<file path="config.mk">
export PLATFORM = sky130hd
export DESIGN_NAME = round_pack_arbiter
export DESIGN_NICKNAME = d
export VERILOG_FILES = /design/src/rtl/round_pack_arbiter.sv
export SDC_FILE = /design/constraint.sdc
export NUM_CORES = 1
export LEC_CHECK = 0
export ABC_AREA = 1
export ABC_CLOCK_PERIOD_IN_PS = 2670
export CAP_MARGIN = 20
export CORE_AREA = 2 2 299 301
export CTS_CLUSTER_DIAMETER = 200
export CTS_CLUSTER_SIZE = 8
export DETAILED_ROUTE_END_ITERATION = 10
export DIE_AREA = 0 0 301 303
export PLACE_DENSITY_LB_ADDON = 0.25
export RECOVER_POWER = 100
export SLEW_MARGIN = 30
export SYNTH_ARGS = -nofsm -noshare
export SYNTH_HDL_FRONTEND = slang
export SYNTH_SLANG_ARGS = --single-unit
</file>
<file path="constraint.sdc">
create_clock -name ap_clk -period 2.67 [get_ports ap_clk]
set_input_delay 0.267 -clock ap_clk [delete_from_list [all_inputs] [get_ports ap_clk]]
set_output_delay 0.267 -clock ap_clk [all_outputs]
set_load 0.01 [all_outputs]
</file>
<file path="src/rtl/round_pack_arbiter.sv">
// round_pack_arbiter: round-robin sharing of one roundAndPackFloat64 unit among NUM_REQ requesters.
// Define RPA_TIMEOUT_EN to add a RUN watchdog that pulses core_rst and returns a flagged NaN.
`timescale 1ns/1ps
module round_pack_arbiter #(
    parameter int NUM_REQ     = 4,
    parameter int ID_W        = 2,
    parameter int TIMEOUT_CYC = 16
) (
    input  logic                  ap_clk,
    input  logic                  ap_rst_n,
    input  logic [NUM_REQ-1:0]    req_valid,
    output logic [NUM_REQ-1:0]    req_ready,
    input  logic [NUM_REQ-1:0]    req_sign,
    input  logic [13*NUM_REQ-1:0] req_exp,
    input  logic [64*NUM_REQ-1:0] req_sig,
    input  logic [32*NUM_REQ-1:0] req_flags,
    output logic                  resp_valid,
    input  logic                  resp_ready,
    output logic [ID_W-1:0]       resp_id,
    output logic [63:0]           resp_data,
    output logic [31:0]           resp_flags,
    output logic                  core_start,
    input  logic                  core_ready,
    output logic                  core_sign,
    output logic [12:0]           core_exp,
    output logic [63:0]           core_sig,
    output logic [31:0]           core_flag_i,
    input  logic [31:0]           core_flag_o,
    input  logic                  core_flag_vld,
    input  logic [63:0]           core_return,
    output logic                  core_rst
);
    typedef enum logic [1:0] {IDLE, RUN, RESP} state_t;
    state_t state_q, state_d;
    logic [ID_W-1:0] rr_q, rr_d, id_q, id_d, pick_id, idx;
    logic pick_vld, sign_q, sign_d, timeout;
    logic [12:0] exp_q, exp_d;
    logic [63:0] sig_q, sig_d, data_q, data_d;
    logic [31:0] flag_q, flag_d, acc_q, acc_d, rflags_q, rflags_d;
    if (NUM_REQ < 2 || NUM_REQ > 8 || (1 << ID_W) < NUM_REQ || TIMEOUT_CYC < 1) begin : g_bad_param
        $error("round_pack_arbiter: illegal parameter combination");
    end
    // Scan farthest-first so the requester right after rr_q is the last, winning, hit.
    always_comb begin
        pick_vld = 1'b0;
        pick_id = '0;
        idx = '0;
        for (int k = NUM_REQ; k >= 1; k--) begin
            idx = ID_W'((int'(rr_q) + k) % NUM_REQ);
            if (req_valid[idx]) begin
                pick_vld = 1'b1;
                pick_id = idx;
            end
        end
    end
`ifdef RPA_TIMEOUT_EN
    localparam int CNT_W = $clog2(TIMEOUT_CYC + 1);
    logic [CNT_W-1:0] cnt_q, cnt_d;
    assign cnt_d = (state_q == RUN) ? cnt_q + 1'b1 : '0;
    assign timeout = state_q == RUN && !core_ready && cnt_q == CNT_W'(TIMEOUT_CYC - 1);
    always_ff @(posedge ap_clk or negedge ap_rst_n) begin
        if (!ap_rst_n) cnt_q <= '0;
        else cnt_q <= cnt_d;
    end
`else
    assign timeout = 1'b0;
`endif
    assign core_rst = timeout;
    assign req_ready = (ap_rst_n && state_q == IDLE && pick_vld) ? NUM_REQ'(1) << pick_id : '0;
    assign core_start = state_q == RUN;
    assign resp_valid = state_q == RESP;
    assign resp_id = id_q;
    assign resp_data = data_q;
    assign resp_flags = rflags_q;
    assign core_sign = sign_q;
    assign core_exp = exp_q;
    assign core_sig = sig_q;
    assign core_flag_i = flag_q;
    always_comb begin
        state_d = state_q;
        rr_d = rr_q;
        id_d = id_q;
        sign_d = sign_q;
        exp_d = exp_q;
        sig_d = sig_q;
        flag_d = flag_q;
        acc_d = acc_q;
        data_d = data_q;
        rflags_d = rflags_q;
        case (state_q)
            IDLE: begin
                if (pick_vld) begin
                    state_d = RUN;
                    rr_d = pick_id;
                    id_d = pick_id;
                    sign_d = req_sign[pick_id];
                    exp_d = req_exp[pick_id*13 +: 13];
                    sig_d = req_sig[pick_id*64 +: 64];
                    flag_d = req_flags[pick_id*32 +: 32];
                    acc_d = req_flags[pick_id*32 +: 32];
                end
            end
            RUN: begin
                // The unit ORs each pulse onto core_flag_i, so earlier pulses live only here.
                acc_d = acc_q | (core_flag_vld ? core_flag_o : 32'h0);
                if (core_ready) begin
                    state_d = RESP;
                    data_d = core_return;
                    rflags_d = acc_d;
                end else if (timeout) begin
                    state_d = RESP;
                    data_d = 64'h7FF8_0000_0000_0000;
                    rflags_d = acc_d | 32'h8000_0000;
                end
            end
            RESP: state_d = resp_ready ? IDLE : RESP;
            default: state_d = IDLE;
        endcase
    end
    always_ff @(posedge ap_clk or negedge ap_rst_n) begin
        if (!ap_rst_n) begin
            state_q <= IDLE;
            rr_q <= ID_W'(NUM_REQ - 1);
            id_q <= '0;
            sign_q <= 1'b0;
            exp_q <= '0;
            sig_q <= '0;
            flag_q <= '0;
            acc_q <= '0;
            data_q <= '0;
            rflags_q <= '0;
        end else begin
            state_q <= state_d;
            rr_q <= rr_d;
            id_q <= id_d;
            sign_q <= sign_d;
            exp_q <= exp_d;
            sig_q <= sig_d;
            flag_q <= flag_d;
            acc_q <= acc_d;
            data_q <= data_d;
            rflags_q <= rflags_d;
        end
    end
endmodule

</file>
# After elaboration in Yosys (flattened, before gate mapping)

Cells that the tools add are included.

Word-level logic and storage cells: 63
Output and inout bits: 215
Register bits after elaboration: 244
Bits of input ports: 545

Multipliers: 1
Add/subtract/negate cells: 4
Shift-type cells: 4
Reduce and logical (&&, ||, !) cells: 8
Eq/ne operators: 4
Bitwise logic cells: 1
Order comparisons: 5
Multiplexer cells: 26

Operator list:

| operator                                               | count |
|---|---|
| indexed part select 256 x 9 -> 64 bit                  | 1 |
| indexed part select 128 x 8 -> 32 bit                  | 1 |
| two-way mux 32 bit                                     | 2 |
| one-hot mux 32 bit (2 select lines)                    | 1 |
| indexed part select 52 x 7 -> 13 bit                   | 1 |
| OR 32 bit                                              | 1 |
| < comparator 2 x 3 -> 1 bit (second input constant)    | 5 |
| two-way mux 2 bit                                      | 7 |
| binary-select mux 1 bit (select 2 bit)                 | 5 |
| two-way mux 1 bit                                      | 9 |
| AND reduction 2 bit                                    | 4 |
| multiplier 2 x 4 -> 6 bit (second input constant)      | 1 |
| one-hot mux 2 bit (3 select lines)                     | 1 |
| adder 2 x 1 -> 2 bit (second input constant)           | 2 |
| adder 2 bit (second input constant)                    | 2 |
| two-way mux 4 bit                                      | 1 |
| left shift 1 x 2 -> 4 bit (first input constant)       | 1 |
| == test 2 x 1 -> 1 bit (second input constant)         | 1 |
| == test 2 bit (second input constant)                  | 1 |
| logical AND 1 bit                                      | 2 |
| zero test 2 bit                                        | 1 |
| inequality test 2 x 1 -> 1 bit (second input constant) | 1 |
| inequality test 2 bit (second input constant)          | 1 |
| nonzero test 2 bit                                     | 1 |

# Logic depth before layout (Yosys ltp)

Gate-level depths: netlist of run 1.

Word-level depth: 10
Mapped depth: 17
Mapped depth without buffers: 14

# Worst setup path after synthesis of run 1

No wires, ideal clock.

Path type: flip-flop to output port
Start: register rr_q[0]
End: output req_ready[0]
Path buffers: 3
Required time: 2403 ps
Setup slack: 509 ps
Arrival time: 1894 ps
Cell stages (with the launch flop): 14
Cells stage by stage: dfstp_2 buf_6 inv_4 nand2_1 nand2_1 nand2_1 nand2_2 inv_2 nand3_2 buf_2 buf_2 nand2_1 inv_2 nor3_1

Longest elaborated chain between the ends: 9
Elaborated cells between the ends (all ways): 23
Classes of those cells: 4 x add/sub; 1 x shift; 17 x mux; 1 x reduce/logical

Ends and longest elaborated chain:

| what                                                                 | line | text |
|---|---|---|
| from (decl)                                                          | 35   | `logic [ID_W-1:0] rr_q, rr_d, id_q, id_d, pick_id, idx;` |
| from (signal assigned)                                               | 123  | `rr_q <= ID_W'(NUM_REQ - 1);` |
| from (signal assigned)                                               | 134  | `rr_q <= rr_d;` |
| adder 2 x 1 -> 2 bit                                                 | 49   | `idx = ID_W'((int'(rr_q) + k) % NUM_REQ);` |
| binary-select mux 1 bit (select 2 bit)                               | 50   | `if (req_valid[idx]) begin` |
| two-way mux 1 bit (not written as such)                              | 50   |  |
| two-way mux 2 bit or two-way mux 1 bit (tied branches) (4 in series) | 50   |  |
| left shift 1 x 2 -> 4 bit or logical AND 1 bit (tied branches)       | 69   | `assign req_ready = (ap_rst_n && state_q == IDLE && pick_vld) ? NUM_REQ'(1) << pick_id : '0;` |
| two-way mux 4 bit *                                                  | 69   |  |
| to (decl)                                                            | 12   | `output logic [NUM_REQ-1:0] req_ready,` |

Every way passes the cells marked *; elsewhere a longest branch is shown, timed or not. The select of a mux whose other input is x is not followed.

# Worst setup path after layout of run 1

Start: register rr_q[0]
End: output req_ready[1]

Same word-level chain as after synthesis.

==> impl_metrics.yaml, run 1 <==
status:
  status: "completed"
die:
  rows: 109
  start_util_pct: 16.4
  die_area_um2: 91200
  fp.dieW_um: 301
  io_pins: 760
  die_height_um: 303
  fp.coreArea_um2: 88000
timing:
  fin_ws_ns: 0.106
  rsz0062_at_grt: "true"
  fin_crit_sh_pct: 96.0
  setup_viol: 0
  finalCriticalPeriod_ns: 2.56
  finClkSkew_ns: 0.0226
  fmax_mhz: 390
  slew_headroom_pct: 8.38
  hold_ws_ns: 0.205
  slew_violations: 0
  hold_violations: 0
  tightest_slew_ns: 1.37
place:
  dpl.hpwl_um: 63900
  dpl_cell_area_um2: 23700
  place_congestion: 0.858
  port_buffers: 758
  dp_cells: 4046
  post-place-ws_ns: -0.0622
synth:
  yosysMostFrequentCell: "nand2_1"
  ys_warn_count: 0
  synth-seq-cells: 244
  synthTopCellsByArea: "dfrtp_1, nand2_1, nand3_1"
  synth_commonest_cells: "nand2_1, nand3_1, dfrtp_1, buf_2, a21oi_1"
  syn_area_um2: 14400
  ys_seq_area_share_pct: 42.4
  synth_edf_count: 0
  synth.net_count: 2747
  ys_dominant_reg_cell: "dfrtp_1"
  synth_top_cell_by_area: "dfrtp_1"
  async_reset_ff_share_pct: 100
  syn_inst: 2202
  synthDistinctLibCells: 23
  avgSynthCellArea_um2: 6.54
  synth_top_area_share_pct: 42.1
routing:
  routed_wirelength_um: 84100
  routedWlPerCell_um: 20.4
  postRouteAntennaNets: 0
  vias_per_cell: 4.26
  drcViolationCount: 0
  first_pass_iters: 7
  vias: 17500
  drt_iter0_markers: 1131
cts:
  cts_made_buffers: 36
  clock-sinks: 244
  insertion_delay_ns: 0.55
  cts_root_buffer: "clkbuf_16"
  clk_pin_slew_worst_paths_ns: 0.06
  ctsHtreeMaxLevel: 2
  clk_path_buf_depth: 3
  cts_tree: "built"
finish:
  drive_gt1_share_pct: 6.54
  finalNonFillerCells: 4115
  syn2layout_area_growth_pct: 72.9
  nNetsFinal: 3474
  stdcell_area_um2: 24900
  final_util_pct: 28.3
critical_path:
  cp.required_ns: 2.40
  cp_num_buf_inv: 3
  cpPeakStageDelay_ns: 0.58
  crit_path_top_delay_cell: "dfstp_2"
  end_kind: "output pin"
  worst-path-max-fanout: 7
  worstPathCellList: "buf_12, nand2_2, o21ai_4, nand2_2, nand2_4, nand2_4, buf_6, nand3_4, nand2_8, nor3_1, buf_2"
  start_kind: "flip-flop"
  crit_type: "reg2out"
  cpLargestDelayFamily: "simple AND/OR/NAND/NOR gates"
  arrival_ns: 2.30
grt:
  grt_pass1_vias: 17000
  grt_pass1_wl_um: 116000
  grt_max_degree: 130
  grt_use_total_pct: 17.3
  gr-total-overflow: 0
  antenna_found_initial: 38
flow_run:
  maxCapViolCount: 0
power_and_ir_drop:
  powerDensity_nw_per_um2: 1470
  ir_worst_vdd_mv: 0.864
  leakage_nw: 12.4
worst_hold_path:
  hp-class: "in2async"
-- layout make-up --
type | count | area (um^2)
multi-input cells | 1766 | 7530
clock inverters | 3 | 55.1
well taps | 1165 | 1460
repair buffers | 864 | 8700
inverters | 17 | 81.3
clock buffers | 44 | 931
fillers | 9738 | 63100
diodes | 12 | 30.0
flip-flops and latches | 244 | 6110
-- path summary, 6_finish.rpt --
path	depth (start not counted)	slack, ns	start	end
max in group asynchronous	3	1.30	ap_rst_n	core_exp[4]$_DFFE_PN0P_
hold reg to reg	2	0.47	resp_id[0]$_DFFE_PN0P_	resp_id[0]$_DFFE_PN0P_
setup reg to reg	16	0.17	rr_q[0]$_DFFE_PN1P_	core_sig[24]$_DFFE_PN0P_
min in group ap_clk	3	0.27	core_return[62]	resp_data[62]$_DFFE_PN0P_
hold / removal	2	0.21	ap_rst_n	resp_flags[30]$_DFFE_PN0P_
setup / recovery	11	0.11	rr_q[0]$_DFFE_PN1P_	req_ready[1]
-- worst register-to-register path, delay by kind of cell (launching register included) --
family                 cells  cell delay, ns
AND/OR/NAND/NOR           11            1.04
buffers and inverters      4            0.75
flip-flops                 1            0.58
AO/OA/AOI/OAI              1            0.07
-- sequential cells by signal, summed over array words and instances (netlist names) --
name,count
resp_flags,32
core_exp,13
state_q,2
resp_data,64
resp_id,2
core_flag_i,32
core_sign,1
core_sig,64
acc_q,32
rr_q,2
-- timing repair --
item                                   in CTS  in global routing
pin swaps                                   0                 12
buffers inserted                            1                  6
setup endpoints to repair                   4                 69
hold buffers                                1                  0
cloned                                      0                  2
resized for setup                          18                 36
endpoints found under the hold margin      17                  0
-- cell usage in the layout (no fill, tap or decap), drive strengths merged, types with 2 or more instances in the layout --
cell type / synthesis / final
nand3: 445 / 445
nor3: 5 / 5
clkdlybuf4s50: 0 / 542
dlygate4sd3: 0 / 211
dfrtp: 242 / 242
clkbuf: 42 / 51
buf: 133 / 104
nand2: 1176 / 1176
o21ai: 36 / 36
inv: 17 / 18
a21oi: 64 / 64
diode: 0 / 12
nor2: 37 / 37
dfstp: 2 / 2
-- layer usage --
layer / track usage (%) / wire length, um
met1: 19.9 / 32800
met2: 28.8 / 39700
met3: 6.67 / 8510
met4: 6.81 / 2810
met5: 0 / 309
-- metrics by stage --
step | power [W] | TNS, ns
global route | 0.0400 | -0.0311
global placement | 0.0326 | -0.424
finish | 0.0365 | 0
floorplan | 0.0210 | 0
detailed placement | 0.0327 | -0.497
CTS | 0.0373 | 0
-- cell families after synthesis --
group / after synthesis / synth area share (%)
simple gates: 1664 / 47.5
flops: 244 / 42.4
buf+inv: 192 / 6.51
compound gates: 101 / 3.53
other cells: 1 / 0.0260
-- power breakdown --
group / internal (W) / total [W] / switching (W)
logic: 0.00960 / 0.0256 / 0.0160
registers: 0.00565 / 0.00663 / 0.000980
clock network: 0.00252 / 0.00432 / 0.00179
Note: power is estimated with default switching activity, not from simulation.
==> inputs of run 2 (changes only) <==
- CTS_CLUSTER_DIAMETER: 200 -> not set
==> impl_metrics.yaml, run 2 (same netlist as run 1, synthesis figures left out) <==
status:
  status: "finished with violations"
  violations: "max-capacitance violations, max-slew violations"
grt:
  gr-total-overflow: 0
  grt_pass1_vias: 17000
  grt_pass1_wl_um: 116000
  grt_max_degree: 130
  antenna_found_initial: 32
  grt_use_total_pct: 17.3
die:
  start_util_pct: 16.4
  fp.coreArea_um2: 88000
  fp.dieW_um: 301
  die_height_um: 303
  rows: 109
  io_pins: 760
  die_area_um2: 91200
place:
  dpl.hpwl_um: 63900
  post-place-ws_ns: -0.0622
  port_buffers: 758
  place_congestion: 0.858
finish:
  syn2layout_area_growth_pct: 72.9
  final_cell_mix: "nand2_1, clkdlybuf4s50_1, nand3_1, dfrtp_1, dlygate4sd3_1"
  seq_area_um2: 6110
  mostFrequentLayoutCell: "nand2_1"
  final_util_pct: 28.3
  drive_gt1_share_pct: 6.39
  multi_input_area_um2: 7500
  nNetsFinal: 3475
  num-fill-cells: 9734
cts:
  ctsHtreeMaxLevel: 2
  clk_path_buf_depth: 3
  cts_tree: "built"
  clk_pin_slew_worst_paths_ns: 0.06
  insertion_delay_ns: 0.56
  cts_root_buffer: "clkbuf_16"
  clock-sinks: 244
  cts_made_buffers: 37
routing:
  drt_iter0_markers: 1107
  vias: 17500
  first_pass_iters: 7
  postRouteAntennaNets: 0
  routed_wirelength_um: 84000
  routedWlPerCell_um: 20.4
  vias_per_cell: 4.26
  drcViolationCount: 0
power_and_ir_drop:
  pwr-share-seq_pct: 18.1
  switching_share_pct: 51.3
  clkPwrFrac_pct: 12.3
  power_frac_comb_pct: 69.5
  ir_worst_vdd_mv: 0.866
  leakage_nw: 12.4
  powerDensity_nw_per_um2: 1470
  power.total_w: 0.0366
  power.internal_w: 0.0178
  p_switching_w: 0.0188
critical_path:
  cp.required_ns: 2.40
  end_kind: "output pin"
  reg2reg_depth: 16
  worstReg2RegEnd: "core_flag_i[31]$_DFFE_PN0P_"
  r2r_setup_slack_ns: 0.16
  arrival_ns: 2.31
  r2r-start: "rr_q[0]$_DFFE_PN1P_"
  crit_type: "reg2out"
  worst-path-max-fanout: 6
  start_kind: "flip-flop"
timing:
  finClkSkew_ns: 0.0267
  finalCriticalPeriod_ns: 2.57
  setup_viol: 0
  fmax_mhz: 389
  tightest_slew_ns: 1.63
  fin_crit_sh_pct: 96.3
  slew_violations: 53
  hold_violations: 0
  slew_headroom_pct: -8.45
  fin_ws_ns: 0.0976
flow_run:
  maxCapViolCount: 1
worst_hold_path:
  hp-class: "in2async"
==> run 2: cell types whose count changed in the layout (fill, tap and decap cells not counted), sizes merged <==
| cell | change |
|---|---|
| buf | -4 |
| bufinv | -1 |
| clkbuf | +10 |
| diode | -5 |
| clkinvlp | +1 |
==> run 2: what timing repair did <==
item                                   4_1_cts  5_1_grt
endpoints found under the hold margin       75        0
hold buffers                                 1        0
gates cloned                                 0        2
pin swaps                                    0        8
buffers inserted                             1        6
resized for setup                           18       25
setup endpoints to repair                    4       67
==> run 2: cell type report <==
type	instances	area share, %
timing repair buffer	864	34.8
inverter	17	0.297
sequential	244	24.5
antenna	7	0.0704
tap	1165	5.86
multi-input combinational	1766	30.1
clock buffer	50	4.08
clock inverter	3	0.176
==> run 2: power by group through the flow <==
stage | registers (W) | clock network (W) | logic (W)
detailed placement | 0.00676 | 0 | 0.0259
floorplan | 0.00726 | 0 | 0.0138
CTS | 0.00672 | 0.00472 | 0.0260
global route | 0.00685 | 0.00485 | 0.0283
finish | 0.00663 | 0.00451 | 0.0254
global placement | 0.00675 | 0 | 0.0259
==> run 2: metal layers <==
layer	vias to the layer above	wire, um	share of wire, %	GRT usage (%)
met1	8171	33600	40	20.5
met2	677	40600	48	29.9
met3	137	7590	9.0	5.99
li1	8503	-	-	-
met4	38	1970	2.3	4.35
met5	-	247	0.29	0
==> run 2: worst max path at each step <==
stage,from,endpoint,slack [ns]
floorplan,rr_q[0]$_DFFE_PN1P_,req_ready[0],0.51
global placement,req_valid[2],req_ready[0],-0.07
detailed placement,req_valid[1],req_ready[0],-0.06
CTS,rr_q[0]$_DFFE_PN1P_,req_ready[0],0.03
global route,rr_q[0]$_DFFE_PN1P_,req_ready[0],-0.02
finish,rr_q[0]$_DFFE_PN1P_,req_ready[0],0.1
==> run 2: critical path, cell delays in order, from the launching register on <==
cell and delay [ns]:
dfstp_2 0.58, inv_4 0.07, nand2_1 0.10, nand3_2 0.07, nand2_1 0.11, inv_2 0.05, nand2_4 0.08, buf_4 0.12
nand3_4 0.11, nand2_4 0.12, inv_2 0.06, nor3_2 0.15, buf_2 0.15
==> run 2: through the flow <==
stage                     cells  setup TNS (ns)  area, um^2  hold slack [ns]
after floorplan            2202               0       14400          -0.0286
after global placement     4046          -0.424       23700            0.145
after detailed placement   4046          -0.497       23700            0.150
after CTS                  4101               0       24800            0.160
after global routing       4114         -0.0269       24900            0.177
final                      4116               0       24900            0.194
==> inputs of run 3 (changes only) <==
- ABC_AREA: 1 -> 0
- CORE_AREA: 2 2 299 301 -> 2 2 295 297
- DIE_AREA: 0 0 301 303 -> 0 0 297 299
- TNS_END_PERCENT: not set -> 30
==> impl_metrics.yaml, run 3 <==
die:
  fp.coreArea_um2: 85900
  fp.dieW_um: 297
  start_util_pct: 15.0
  die_height_um: 299
  io_pins: 760
  die_area_um2: 88800
  rows: 108
routing:
  routed_wirelength_um: 64800
  vias: 13400
  drt_iter0_markers: 584
  vias_per_cell: 4.17
  postRouteAntennaNets: 0
  routedWlPerCell_um: 20.2
  drcViolationCount: 0
  first_pass_iters: 5
synth:
  yosysMostFrequentCell: "dfrtp_1"
  ys_warn_count: 0
  ys_dominant_reg_cell: "dfrtp_1"
  synth.net_count: 1806
  synth_commonest_cells: "dfrtp_1, a211oi_1, mux2i_1, nor2_1, inv_1"
  syn_area_um2: 12900
  synth_edf_count: 0
  synth_top_cell_by_area: "dfrtp_1"
  synth-seq-cells: 244
  synth_top_area_share_pct: 47.0
  async_reset_ff_share_pct: 100
  ys_seq_area_share_pct: 47.4
  avgSynthCellArea_um2: 10.2
  syn_inst: 1261
  synthTopCellsByArea: "dfrtp_1, a211oi_1, mux2i_1"
  synthDistinctLibCells: 32
timing:
  hold_violations: 0
  rsz0062_at_grt: "true"
  fmax_mhz: 388
  slew_violations: 0
  finClkSkew_ns: 0.0181
  setup_viol: 0
  finalCriticalPeriod_ns: 2.58
  fin_crit_sh_pct: 96.6
  slew_headroom_pct: 17.7
  tightest_slew_ns: 1.24
grt:
  antenna_found_initial: 15
  grt_pass1_vias: 14300
  grt_use_total_pct: 14.1
  grt_pass1_wl_um: 95900
  gr-total-overflow: 0
  grt_max_degree: 126
cts:
  clk_path_buf_depth: 3
  clock-sinks: 244
  ctsHtreeMaxLevel: 2
  cts_root_buffer: "clkbuf_16"
  cts_tree: "built"
  clk_pin_slew_worst_paths_ns: 0.05
  insertion_delay_ns: 0.56
  cts_made_buffers: 37
finish:
  final_cell_mix: "clkdlybuf4s50_1, dfrtp_1, a211oi_1, dlygate4sd3_1, mux2i_1"
  syn2layout_area_growth_pct: 82.1
  nNetsFinal: 2576
  final_util_pct: 27.3
  mostFrequentLayoutCell: "clkdlybuf4s50_1"
  drive_gt1_share_pct: 10.9
critical_path:
  worst-path-max-fanout: 7
  r2r-start: "rr_q[1]$_DFFE_PN1P_"
  end_kind: "output pin"
  crit_type: "reg2out"
  reg2reg_depth: 8
  start_kind: "flip-flop"
  arrival_ns: 2.31
  crit_start: "rr_q[1]$_DFFE_PN1P_"
  cp.required_ns: 2.40
place:
  place_congestion: 0.919
  dpl.hpwl_um: 50500
  port_buffers: 758
status:
  status: "completed"
worst_hold_path:
  min-delay-start: "core_flag_vld"
  hp-class: "in2reg"
  holdPathStages: 3
power_and_ir_drop:
  powerDensity_nw_per_um2: 1010
  ir_worst_vdd_mv: 0.469
  leakage_nw: 9.59
  power.total_w: 0.0238
flow_run:
  maxCapViolCount: 0
[run 3: cell types whose count changed after synthesis, moves of 26 or more]
cell and change:
clkbuf_1 +26, and3_1 +32, a211oi_1 +235, nor2_1 +46
mux2i_1 +143, mux2_2 +64, buf_2 -85, o21ai_0 +31
a21oi_1 -30, nand2_1 -1098, o221ai_1 +64, nand3_1 -442
inv_1 +69
[run 3: worst paths after layout]
check | endpoint | slack (ns)
worst max-delay path | req_ready[1] | 0.09
worst min-delay path | resp_flags[15]$_DFFE_PN0P_ | 0.28
worst max register to register | core_sig[28]$_DFFE_PN0P_ | 0.16
worst min register to register | resp_flags[24]$_DFFE_PN0P_ | 0.47
max in group asynchronous | core_sig[58]$_DFFE_PN0P_ | 0.52
min in group asynchronous | resp_flags[16]$_DFFE_PN0P_ | 0.69
[run 3: stage by stage]
stage	cells	TNS, ns	worst slack (ns)	instance area (um^2)	hold slack (ns)
final	3203	0	0.0910	23500	0.282
after global routing	3201	-0.0318	-0.0313	23500	0.284
after CTS	3192	-0.199	-0.199	23500	0.234
after detailed placement	3139	-0.847	-0.227	22300	0.109
after global placement	3139	-0.575	-0.243	22300	0.109
after floorplan	1261	0	0.574	12900	-0.0286
[run 3: worst max-delay path, stage by stage (launching register included)]
cell and delay [ns]:
dfstp_2 0.61, nand2_1 0.12, o21ai_4 0.19, nor3_1 0.08, buf_4 0.17, nor3_4 0.19, buf_4 0.15, dlygate4sd2_1 0.27
[run 3: layer usage]
layer	up-vias	routed length, um	global-route usage, %
li1	6218	-	-
met1	6478	25100	16.2
met2	572	32800	24.9
met3	87	5370	4.81
met4	6	1540	4.12
met5	-	38	0
[run 3: cell families (layout without fill, tap and decap cells)]
family	after synthesis	count (layout)	synth area share, %
compound gates	407	407	22.5
buf+inv	203	984	6.74
flops	244	244	47.4
mux	207	207	16.7
other cells	1	7	0.0291
simple gates	199	199	6.64
[run 3: layout make-up]
class	instances	area, um^2
antenna	6	15.0
clock buffer	46	990
clock inverter	4	73.8
fill	9095	62500
inverter	82	309
multi-input combinational	814	6030
sequential	244	6110
tap	1155	1450
timing repair buffer	852	8500
[run 3: report_power, final]
part / switching (W) / internal (W) / leakage (nW)
logic: 0.00645 / 0.00616 / 6.22
clock network: 0.00187 / 0.00260 / 0.516
registers: 0.00108 / 0.00566 / 2.86
total: 0.00940 / 0.0144 / 9.59
[run 3: repair_timing]
action / CTS / global route
resized for setup: 11 / 10
pin swaps: 0 / 1
hold buffers: 1 / 1
endpoints found under the setup margin: 4 / 4
gates cloned: 0 / 0
buffers inserted: 2 / 4
hold endpoints to repair: 141 / 13
